`src/rtl/uart_tx_arbiter.sv`:
```
// Round-robin arbiter sharing one UART transmitter between NREQ byte sources.
// Latches the winning byte, holds tx_start, then follows tx_on through one frame.
module uart_tx_arbiter #(
  parameter int unsigned NREQ       = 4,
  parameter int unsigned DBITS      = 8,
  parameter int unsigned START_HOLD = 5,
  parameter int unsigned ON_TIMEOUT = 2170
) (
  input  logic                      clk,
  input  logic                      rst,
  input  logic [NREQ-1:0]           req_valid,
  input  logic [NREQ*DBITS-1:0]     req_data,
  output logic [NREQ-1:0]           req_ready,
  output logic [DBITS-1:0]          tx_data,
  output logic                      tx_start,
  input  logic                      tx_on,
  output logic [$clog2(NREQ)-1:0]   grant_id,
  output logic                      busy,
  output logic                      done,
  output logic                      timeout_err
);

  localparam int unsigned IDW = $clog2(NREQ);
  localparam int unsigned HW  = $clog2(START_HOLD + 1);
  localparam int unsigned TW  = $clog2(ON_TIMEOUT + 1);
  localparam logic [HW-1:0]  HOLD_LAST = HW'(START_HOLD - 1);
  localparam logic [TW-1:0]  TO_LAST   = TW'(ON_TIMEOUT - 1);
  localparam logic [IDW-1:0] LAST_RST  = IDW'(NREQ - 1);

  typedef enum logic [1:0] {IDLE, START, WAIT_ON, WAIT_OFF} state_t;

  state_t           state_q;
  logic [DBITS-1:0] tx_data_q;
  logic             tx_start_q;
  logic [IDW-1:0]   grant_q;
  logic [IDW-1:0]   last_q;
  logic [HW-1:0]    hold_q;
  logic             seen_q;
  logic [TW-1:0]    to_q;
  logic             done_q;
  logic             terr_q;

  logic [NREQ-1:0]  upper_mask;
  logic [NREQ-1:0]  upper_req;
  logic [NREQ-1:0]  pick_vec;
  logic [IDW-1:0]   winner;
  logic [DBITS-1:0] req_bytes [NREQ];
  logic             accept;

  // Requests above the last grant take precedence; if none, wrap to the lowest index.
  always_comb begin
    upper_mask = '0;
    for (int unsigned i = 0; i < NREQ; i++) begin
      upper_mask[i] = (i > 32'(last_q));
    end
    upper_req = req_valid & upper_mask;
    pick_vec  = (upper_req != '0) ? upper_req : req_valid;
    winner    = '0;
    for (int unsigned i = NREQ; i > 0; i--) begin
      if (pick_vec[i-1]) winner = IDW'(i - 1);
    end
  end

  always_comb begin
    for (int unsigned i = 0; i < NREQ; i++) begin
      req_bytes[i] = req_data[i*DBITS +: DBITS];
    end
  end

  assign accept    = (state_q == IDLE) && !tx_on && (req_valid != '0);
  assign req_ready = accept ? (NREQ'(1) << winner) : '0;

  always_ff @(posedge clk) begin
    if (rst) begin
      state_q    <= IDLE;
      tx_data_q  <= '0;
      tx_start_q <= 1'b0;
      grant_q    <= '0;
      last_q     <= LAST_RST;
      hold_q     <= '0;
      seen_q     <= 1'b0;
      to_q       <= '0;
      done_q     <= 1'b0;
      terr_q     <= 1'b0;
    end else begin
      done_q <= 1'b0;
      terr_q <= 1'b0;
      unique case (state_q)
        IDLE: begin
          if (accept) begin
            tx_data_q  <= req_bytes[winner];
            grant_q    <= winner;
            last_q     <= winner;
            tx_start_q <= 1'b1;
            hold_q     <= '0;
            seen_q     <= 1'b0;
            state_q    <= START;
          end
        end
        START: begin
          seen_q <= seen_q | tx_on;
          if (hold_q == HOLD_LAST) begin
            tx_start_q <= 1'b0;
            to_q       <= '0;
            state_q    <= (seen_q || tx_on) ? WAIT_OFF : WAIT_ON;
          end else begin
            hold_q <= hold_q + HW'(1);
          end
        end
        WAIT_ON: begin
          if (tx_on) begin
            state_q <= WAIT_OFF;
          end else if (to_q == TO_LAST) begin
            terr_q  <= 1'b1;
            state_q <= IDLE;
          end else begin
            to_q <= to_q + TW'(1);
          end
        end
        WAIT_OFF: begin
          if (!tx_on) begin
            done_q  <= 1'b1;
            state_q <= IDLE;
          end
        end
        default: state_q <= IDLE;
      endcase
    end
  end

  assign tx_data     = tx_data_q;
  assign tx_start    = tx_start_q;
  assign grant_id    = grant_q;
  assign busy        = (state_q != IDLE);
  assign done        = done_q;
  assign timeout_err = terr_q;

endmodule

```
`config.mk`:
```
export PLATFORM = sky130hd
export DESIGN_NAME = uart_tx_arbiter
export DESIGN_NICKNAME = d
export VERILOG_FILES = /design/src/rtl/uart_tx_arbiter.sv
export SDC_FILE = /design/constraint.sdc
export NUM_CORES = 1
export LEC_CHECK = 0
export CELL_PAD_IN_SITES_DETAIL_PLACEMENT = 1
export CELL_PAD_IN_SITES_GLOBAL_PLACEMENT = 1
export CORE_ASPECT_RATIO = 0.75
export CORE_MARGIN = 4
export CORE_UTILIZATION = 36
export DETAILED_ROUTE_END_ITERATION = 10
export PLACE_DENSITY = 0.82
export SLEW_MARGIN = 0
export SYNTH_ARGS = -nofsm -noshare
export SYNTH_HDL_FRONTEND = slang
export SYNTH_SLANG_ARGS = --single-unit
```
`constraint.sdc`:
```
create_clock -name clk -period 3.4 [get_ports clk]
set_input_delay 0.68 -clock clk [delete_from_list [all_inputs] [get_ports clk]]
set_output_delay 0.68 -clock clk [all_outputs]
set_load 0.02 [all_outputs]
```
======== After elaboration in Yosys (flattened, before gate mapping) ========
Index checks and enable logic that the tools add are counted.
word-level totals
  latch bits .............................. 0
  logic and storage cells ................. 82
  bits in writable memories ............... 0
  register bits after elaboration ......... 33
  memories kept ........................... 0
  memory bits (read-only) ................. 0
  output and inout port bits .............. 18
cells by class
  bitwise operators ....................... 5
  shift operators ......................... 1
  multipliers ............................. 0
  equality and inequality tests ........... 12
  reductions and logical operators ........ 18
  $lt $le $gt $ge ......................... 4
  div/mod/pow operators ................... 0
  muxes and demuxes ....................... 30
  add/sub/neg operators ................... 2
operators with widths
  cell                   number
  $mux 12                3
  $pmux 12 s2            1
  $mux 2                 9
  $bmux 8 s2             1
  $mux 8                 2
  $add 12x1->12 const B  1
  $eq 12x12->1 const B   1
  $ne 2x2->1 const B     6
  $mux 4                 2
  $pmux 2 s4             1
  $reduce_and 4->1       2
  $reduce_bool 4->1      2
  $mux 1                 6
  $mux 3                 2
  $pmux 3 s2             1
  $reduce_and 3->1       2
  $reduce_bool 2->1      3
  $and 4x4->4            1
  $eq 2x2->1 const B     2
  $gt 2x2->1 const A     2
  $pmux 1 s2             2
  $reduce_and 2->1       2
  $shl 1x2->4 const A    1
  $add 3x1->3 const B    1
  other kinds (14)       16

======== Logic depth before layout (Yosys ltp) ========
Gate-level depths: netlist (run 1).
  word-level depth ........................ 12
  mapped depth ............................ 7
  depth with buffers taken out ............ 7

======== Least setup slack after synthesis (run 1) ========
No wires, ideal clock.
  kind .................................... input to output
  start point ............................. in req_valid[1]
  end point ............................... out req_ready[2]
  stages .................................. 6
  arrival ................................. 2042 ps
  buffers on the path ..................... 1
  slack ................................... 678 ps
  required time ........................... 2720 ps
  cell sequence ........................... or2_1 > a22o_1 > a221o_1 > buf_6 > or2_4 > a21oi_2
between the ends
  cells in the longest elaborated chain, start to end .. 9
  elaborated cells between the ends (all ways) .. 11
  those cells by class .................... shift: 1; mux: 6; bitwise: 1; reduce/logical: 3
ends and longest elaborated chain
  what                 RTL line  text
  start, declared      11        input logic [NREQ-1:0] req_valid,
  $and 4x4->4          56        upper_req = req_valid & upper_mask;
  $reduce_bool 4->1    57        pick_vec = (upper_req != '0) ? upper_req : req_valid;
  $mux 4               57
  $mux 2 (4 in a row)  60        if (pick_vec[i-1]) winner = IDW'(i - 1);
  $shl 1x2->4          71        assign req_ready = accept ? (NREQ'(1) << winner) : '0;
  $mux 4 *             71
  end, declared        13        output logic [NREQ-1:0] req_ready,
Mark *: on every way between the ends. The rest lies on a longest branch, timed or not.

======== Worst setup path after layout (run 1) ========
  start point ............................. in req_valid[2]
  end point ............................... out req_ready[3]
The elaborated chain is that of the path after synthesis.

==> impl_results.md, run 1 <==
- Status: complete, no violations
- # placed instances: ~340
- Total Routing Usage GR: 0.1941
- Worst setup path category: primary input to primary output
- Final WL: around 5900 microns
- Sw Share: 0.3043
- Starting density of the core: 0.3758
- Hold_ws: slightly below 500 ps
- Synth-to-layout area growth: 40.41%
- Antenna cell count: 0
- Yosys Warn Count: 0
- Pleak: approximately 1.0 nW
- Net count reported at finish: roughly 330
- Wire per inst: about 17 microns
- DIE WIDTH: roughly 91 microns
- Number of synthesized register bits: 33
- Final setup margin: between 90 and 100 ps
- Clock root buffer: clkbuf_8
- Clk buf depth: 2
- Netlist cell types: 52
- Chip height: about 70 microns
- Net Sw Power: just over 0.3 mW
- DR vias/cell: about 5.4
- Setup slack at placement: -117.6 ps
- CP Launch Type: primary input
- Clock-pin slew on the worst setup and hold paths: ~70 ps
- Vias in the first global route: roughly 1.9k
- Pint: about 0.7 mW
- RSZ-0062 raised after global routing: no
- CP max FO: 7
- Final slew viol count: 0
- Final setup viols: 0
- Total iterations of the first detailed-routing run: 4
- Hold Vio Cnt, Final: 0
- Port buffer count: 56
- Final HPWL DP: 4589 microns
- CTS H-tree lvls: 2
- ANT nets after route: 0
- Final Cell Area: between 2000 and 3000 sq um
- Clock Skew: approximately 9 ps
- Gate power share: 0.285
- Latest clock arrival within the worst-skew pair: 290 ps
- Hold buffer count at cts: 0
- Final design utilization: 0.5277
- Most common flop cell mapped by yosys: dfxtp_1
- RePlAce Congestion: just over 0.8
- Crit path DAT: 2630 ps
- First-pass GRT wire length: about 9900 microns
- Post-CTS Setup Inserts: 0
- Total power: 1.009 mW
- Max capacitance violation total: 0
- Final setup TNS: 0 ps
- Clock share of power: 0.286
- Cell Rows: 22
- Sequential cell fraction of total power: 0.429
- Share of cells above drive strength 1: 0.1228
- DIE AREA: 6367 sq um
- Num Clock Sinks: 33
- R2R Setup Slk: about 1400 ps
- Post-synth EDFFs: 0
- IO Count: 57
- Post-synthesis net count: about 260
- Post-layout min period: about 3300 ps
- Num CTS Buffers: 5
- Cells after Synth: ~220
- Avg Inst Size Synth: 8.456 sq um
- Core Area: just under 5000 sq um
- Layout fillers: 595
- Slew headroom: 0.6766
- Grt total ovfl: 0
- Pin count of the biggest net entering global routing: 16
- Sequential area share after synthesis: 0.3568
- CTS tree: yes
- Ys async rst share: 0
- Fmax: around 0.30 GHz
- Post-Syn Area: 1852 sq um
- DR vias: ~1.9k
- Worst EP required: around 2700 ps
- Initial antenna violation count: 0
- DRT iter0 DRCs: a little over 80
- Worst Hold Class: flop to flop
- Final worst path period share: 0.9724
- Worst-margin pin slew: around 480 ps
- PwrDens: between 300 and 400 nW/um^2
- Non-Filler Instances: approximately 350
- Critical path endpoint category: primary output
- Residual DRC count: 0
- Max VDD drop: about 0.24 mV
- Placed instance area: 2520 sq um
## cell families after synthesis
logic type / synth area share
AOI/OAI and AO/OA: 0.2108
xor gates and xnor gates: 0.04730
adders and majority gates: 0.02703
buffers and inverters: 0.05743
DFF: 0.3568
muxes: 0.04933
and+or+nand+nor: 0.2514
## worst paths after layout
check,depth (start not counted),from,end
min,2,grant_id[1],grant_id[1]
max reg2reg,5,state_q[1],to_q[5]
min reg2reg,2,grant_id[1],grant_id[1]
max,7,req_valid[2],req_ready[3]
## cells in the mapped netlist, types with 2 or more instances
cell type	n	area, sq um
nor3_1	5	25.02
and4_1	2	17.52
nand4_1	2	12.51
buf_6	2	22.52
o21a_1	2	15.01
nand2_1	20	75.07
nor2b_1	3	18.77
mux2i_1	8	80.08
a21oi_2	2	17.52
o21ai_0	11	55.05
xor2_1	8	70.07
inv_1	7	26.28
xnor2_1	2	17.52
and3_1	2	12.51
ha_1	4	50.05
a22oi_1	2	15.01
buf_4	3	22.52
o22ai_1	9	56.30
nand2b_1	6	37.54
nor2_1	19	71.32
buf_2	4	20.02
and2_1	4	25.02
nor4_1	2	12.51
dfxtp_1	33	660.6
a21oi_1	11	55.05
clkbuf_1	4	15.01
or2_2	5	31.28
nand3_1	6	30.03
a221oi_1	8	70.07
## cells in the final DEF (no fill, tap or decap), types with 2 or more instances in the layout
master / Yosys / routed
xor2_1: 8 / 8
o22ai_1: 9 / 9
xnor2_1: 2 / 2
nor3_1: 5 / 5
dfxtp_1: 33 / 33
and4_1: 2 / 2
a21oi_1: 11 / 11
dlygate4sd2_1: 0 / 2
ha_1: 4 / 4
nand3_1: 6 / 6
o21ai_0: 11 / 11
nor4_1: 2 / 2
buf_4: 3 / 15
nand2_1: 20 / 20
clkbuf_8: 0 / 5
nor2b_1: 3 / 3
and3_1: 2 / 2
clkinv_2: 0 / 2
nor2_1: 19 / 19
inv_1: 7 / 7
clkdlybuf4s50_1: 0 / 54
nand4_1: 2 / 2
and2_1: 4 / 4
mux2i_1: 8 / 8
a22oi_1: 2 / 2
nand2b_1: 6 / 6
o21a_1: 2 / 2
a221oi_1: 8 / 8
a21oi_2: 2 / 2
or2_2: 5 / 5
## area by class of cell
cell class                 count  area, sq um  area share
sequential                    33        660.6      0.2541
clock buffer                   6        72.57     0.02791
inverter                       7        26.28     0.01011
multi-input combinational    166         1085      0.4172
timing repair buffer          71        670.6      0.2579
tap                           60        75.07     0.02887
clock inverter                 2        10.01    0.003850
## critical path, stage by stage
cell and delay [ps]:
clkdlybuf4s50_1 420, buf_4 170, or2_2 290, a21oi_1 150
o21a_1 160, and2_1 140, clkdlybuf4s50_1 620
## sequential cells by signal, summed over array words and instances, names as in the netlist
signal and count:
done 1, grant_id 2, hold_q 3, last_q 2
seen_q 1, state_q 2, timeout_err 1, to_q 12
tx_data 8, tx_start 1
## power by group through the flow
stage / Sequential, mW / Clock [mW] / Combinational, mW
4_1_cts: 0.434 / 0.294 / 0.290
6_report: 0.433 / 0.289 / 0.287
3_3_place_gp: 0.440 / 0 / 0.281
2_1_floorplan: 0.455 / 0 / 0.136
3_5_place_dp: 0.442 / 0 / 0.289
5_1_grt: 0.438 / 0.316 / 0.310
## metal layers
layer / global-route usage / vias up / wire (microns)
met2: 0.3385 / 43 / 2921
li1: - / 920 / -
met3: 0.03660 / 13 / 240
met4: 0.07358 / 0 / 158
met5: 0 / - / 0
met1: 0.2371 / 893 / 2618
## what timing repair did
action,4_1_cts,5_1_grt
setup endpoints to repair,2,0
hold endpoints to repair,0,0
resized for setup,2,0
Power figures use the tool's default switching activity.
==> run 2, diff against run 1 <==
- CORE_MARGIN: 4 -> 2
==> run 2 against run 1 <==
Worst hold slack gained 4.4 ps; largest power group unchanged; first-iteration DRC count is 50% lower; clock skew is 1.5 ps lower.
==> impl_results.md, run 2 (synthesized netlist as in run 1, its figures left out) <==
- Status: complete, no violations
- CP max FO: 2
- DRT iter0 DRCs: 41
- Peak per-stage delay on the critical path: approximately 410 ps
- Initial antenna violation count: 0
- Residual DRC count: 0
- DR vias: approximately 1.9k
- Max FFs per register: 12
- Worst setup path category: primary input to primary output
- Crit path max-delay family: buffers and inverters
- Core Area: around 4900 sq um
- RR Startpoint: state_q[1]
- Post-CTS Setup Inserts: 0
- Final setup viols: 0
- Final slew viol count: 0
- Fmax: just over 0.3 GHz
- Clock Skew: around 7.5 ps
- Final worst path period share: 0.9633
- Net count reported at finish: around 330
- First-pass GRT wire length: ~9500 microns
- Worst Hold Class: flop to flop
- Commonest cells after routing, fill and taps aside: clkdlybuf4s50_1 (53), dfxtp_1 (33), nand2_1 (20), nor2_1 (19), buf_4 (15)
- ANT nets after route: 0
- CP cell instances: clkdlybuf4s50_1 > or2_1 > a22o_1 > a221o_1 > or2_4 > a21oi_2 > dlygate4sd2_1
- Clk buf depth: 2
- Clock root buffer: clkbuf_8
- Slew headroom: 0.6777
- DIE AREA: roughly 5700 sq um
- Latest clock arrival within the worst-skew pair: between 200 and 300 ps
- Wire per inst: 16.42 microns
- Total Routing Usage GR: 0.2166
- Grt total ovfl: 0
- RSZ-0062 raised after global routing: no
- Final setup TNS: 0 ps
- Hold worst-path end: hold_q[0]
- Slowest cell on the critical path: clkdlybuf4s50_1
- Critical path endpoint category: primary output
- R2r endpoint: to_q[5]
- Hold_ws: about 500 ps
- Port buffer count: between 50 and 60
- Chip height: between 60 and 70 microns
- Crit path DAT: 2600 ps
- Antenna cell count: 0
- Max capacitance violation total: 0
- Hold Vio Cnt, Final: 0
- Largest Register: to_q
- CTS tree: yes
- Final HPWL DP: ~4300 microns
- WP buf/inv: 2
- Share of cells above drive strength 1: 0.1298
- Worst EP required: roughly 2700 ps
- Synth-to-layout area growth: 42.97%
- Post-layout min period: between 3000 and 4000 ps
- Cell Rows: 22
- Hold path depth: 2
- PwrDens: around 420 nW/um^2
- DR vias/cell: 5.365
- Pleak: 1.037 nW
- Vias in the first global route: about 1.9k
- Worst-margin pin slew: just under 500 ps
- Total power: around 1.1 mW
- Num CTS Buffers: 5
- Pin count of the biggest net entering global routing: 16
- Hold buffer count at cts: 0
- Commonest non-fill, non-tap cell in the layout: clkdlybuf4s50_1
- Total iterations of the first detailed-routing run: 4
- IO Count: 57
- Final design utilization: 0.5373
- Min-delay src: hold_q[0]
- Max VDD drop: 0.1908 mV
- Num Clock Sinks: 33
- R2R Setup Slk: around 1400 ps
- Final WL: ~5700 microns
- Starting density of the core: 0.3758
- CTS H-tree lvls: 2
- RePlAce Congestion: 0.7617
- Post-CTS sizing: 4
- Clock-pin slew on the worst setup and hold paths: approximately 70 ps
- CP Launch Type: primary input
- DIE WIDTH: slightly below 90 microns
- Worst reg2reg path depth: 5
run 2: tightest hold or removal path, stage by stage, from the launching register on:
cell	delay (ps)
dfxtp_1	330
nand3_1	70
a21oi_1	50
run 2: cell type report:
class | instances | area, sq um
Clock buffer | 7 | 86.33
Clock inverter | 1 | 30.03
Fill cell | 606 | 2280
Inverter | 7 | 26.28
Multi-Input combinational cell | 166 | 1096
Sequential cell | 33 | 660.6
Tap cell | 60 | 75.07
Timing Repair Buffer | 71 | 673.1
run 2: through the flow:
stage	cells	setup WS, ps	area (sq um)
6_report	345	124.9	2648
5_1_grt	345	58.44	2648
4_1_cts	345	56.34	2645
3_5_place_dp	337	-151.7	2520
3_3_place_gp	337	-97.36	2520
2_1_floorplan	219	678.3	1852
run 2: worst max-delay path by stage:
stage | from | endpoint | slack [ps] | cells past startpoint
final | req_valid[1] | req_ready[2] | 120 | 7
after global routing | req_valid[1] | req_ready[2] | 60 | 7
after CTS | req_valid[2] | req_ready[3] | 60 | 7
after detailed placement | req_valid[1] | req_ready[2] | -150 | 7
after global placement | req_valid[1] | req_ready[2] | -100 | 7
after floorplan | req_valid[1] | req_ready[2] | 680 | 6
run 2: metal layers:
metal	GRT usage	vias to the layer above	wire length, microns
met5	0	-	0
met3	0.04494	11	187
met4	0.07617	0	117
met2	0.3740	29	2710
li1	-	923	-
met1	0.2667	888	2649
run 2: power by group:
group	total [mW]	switching (mW)	internal [mW]
Combinational	0.287	0.138	0.149
Clock	0.383	0.145	0.239
Sequential	0.433	0.0212	0.412
Total	1.10	0.303	0.800
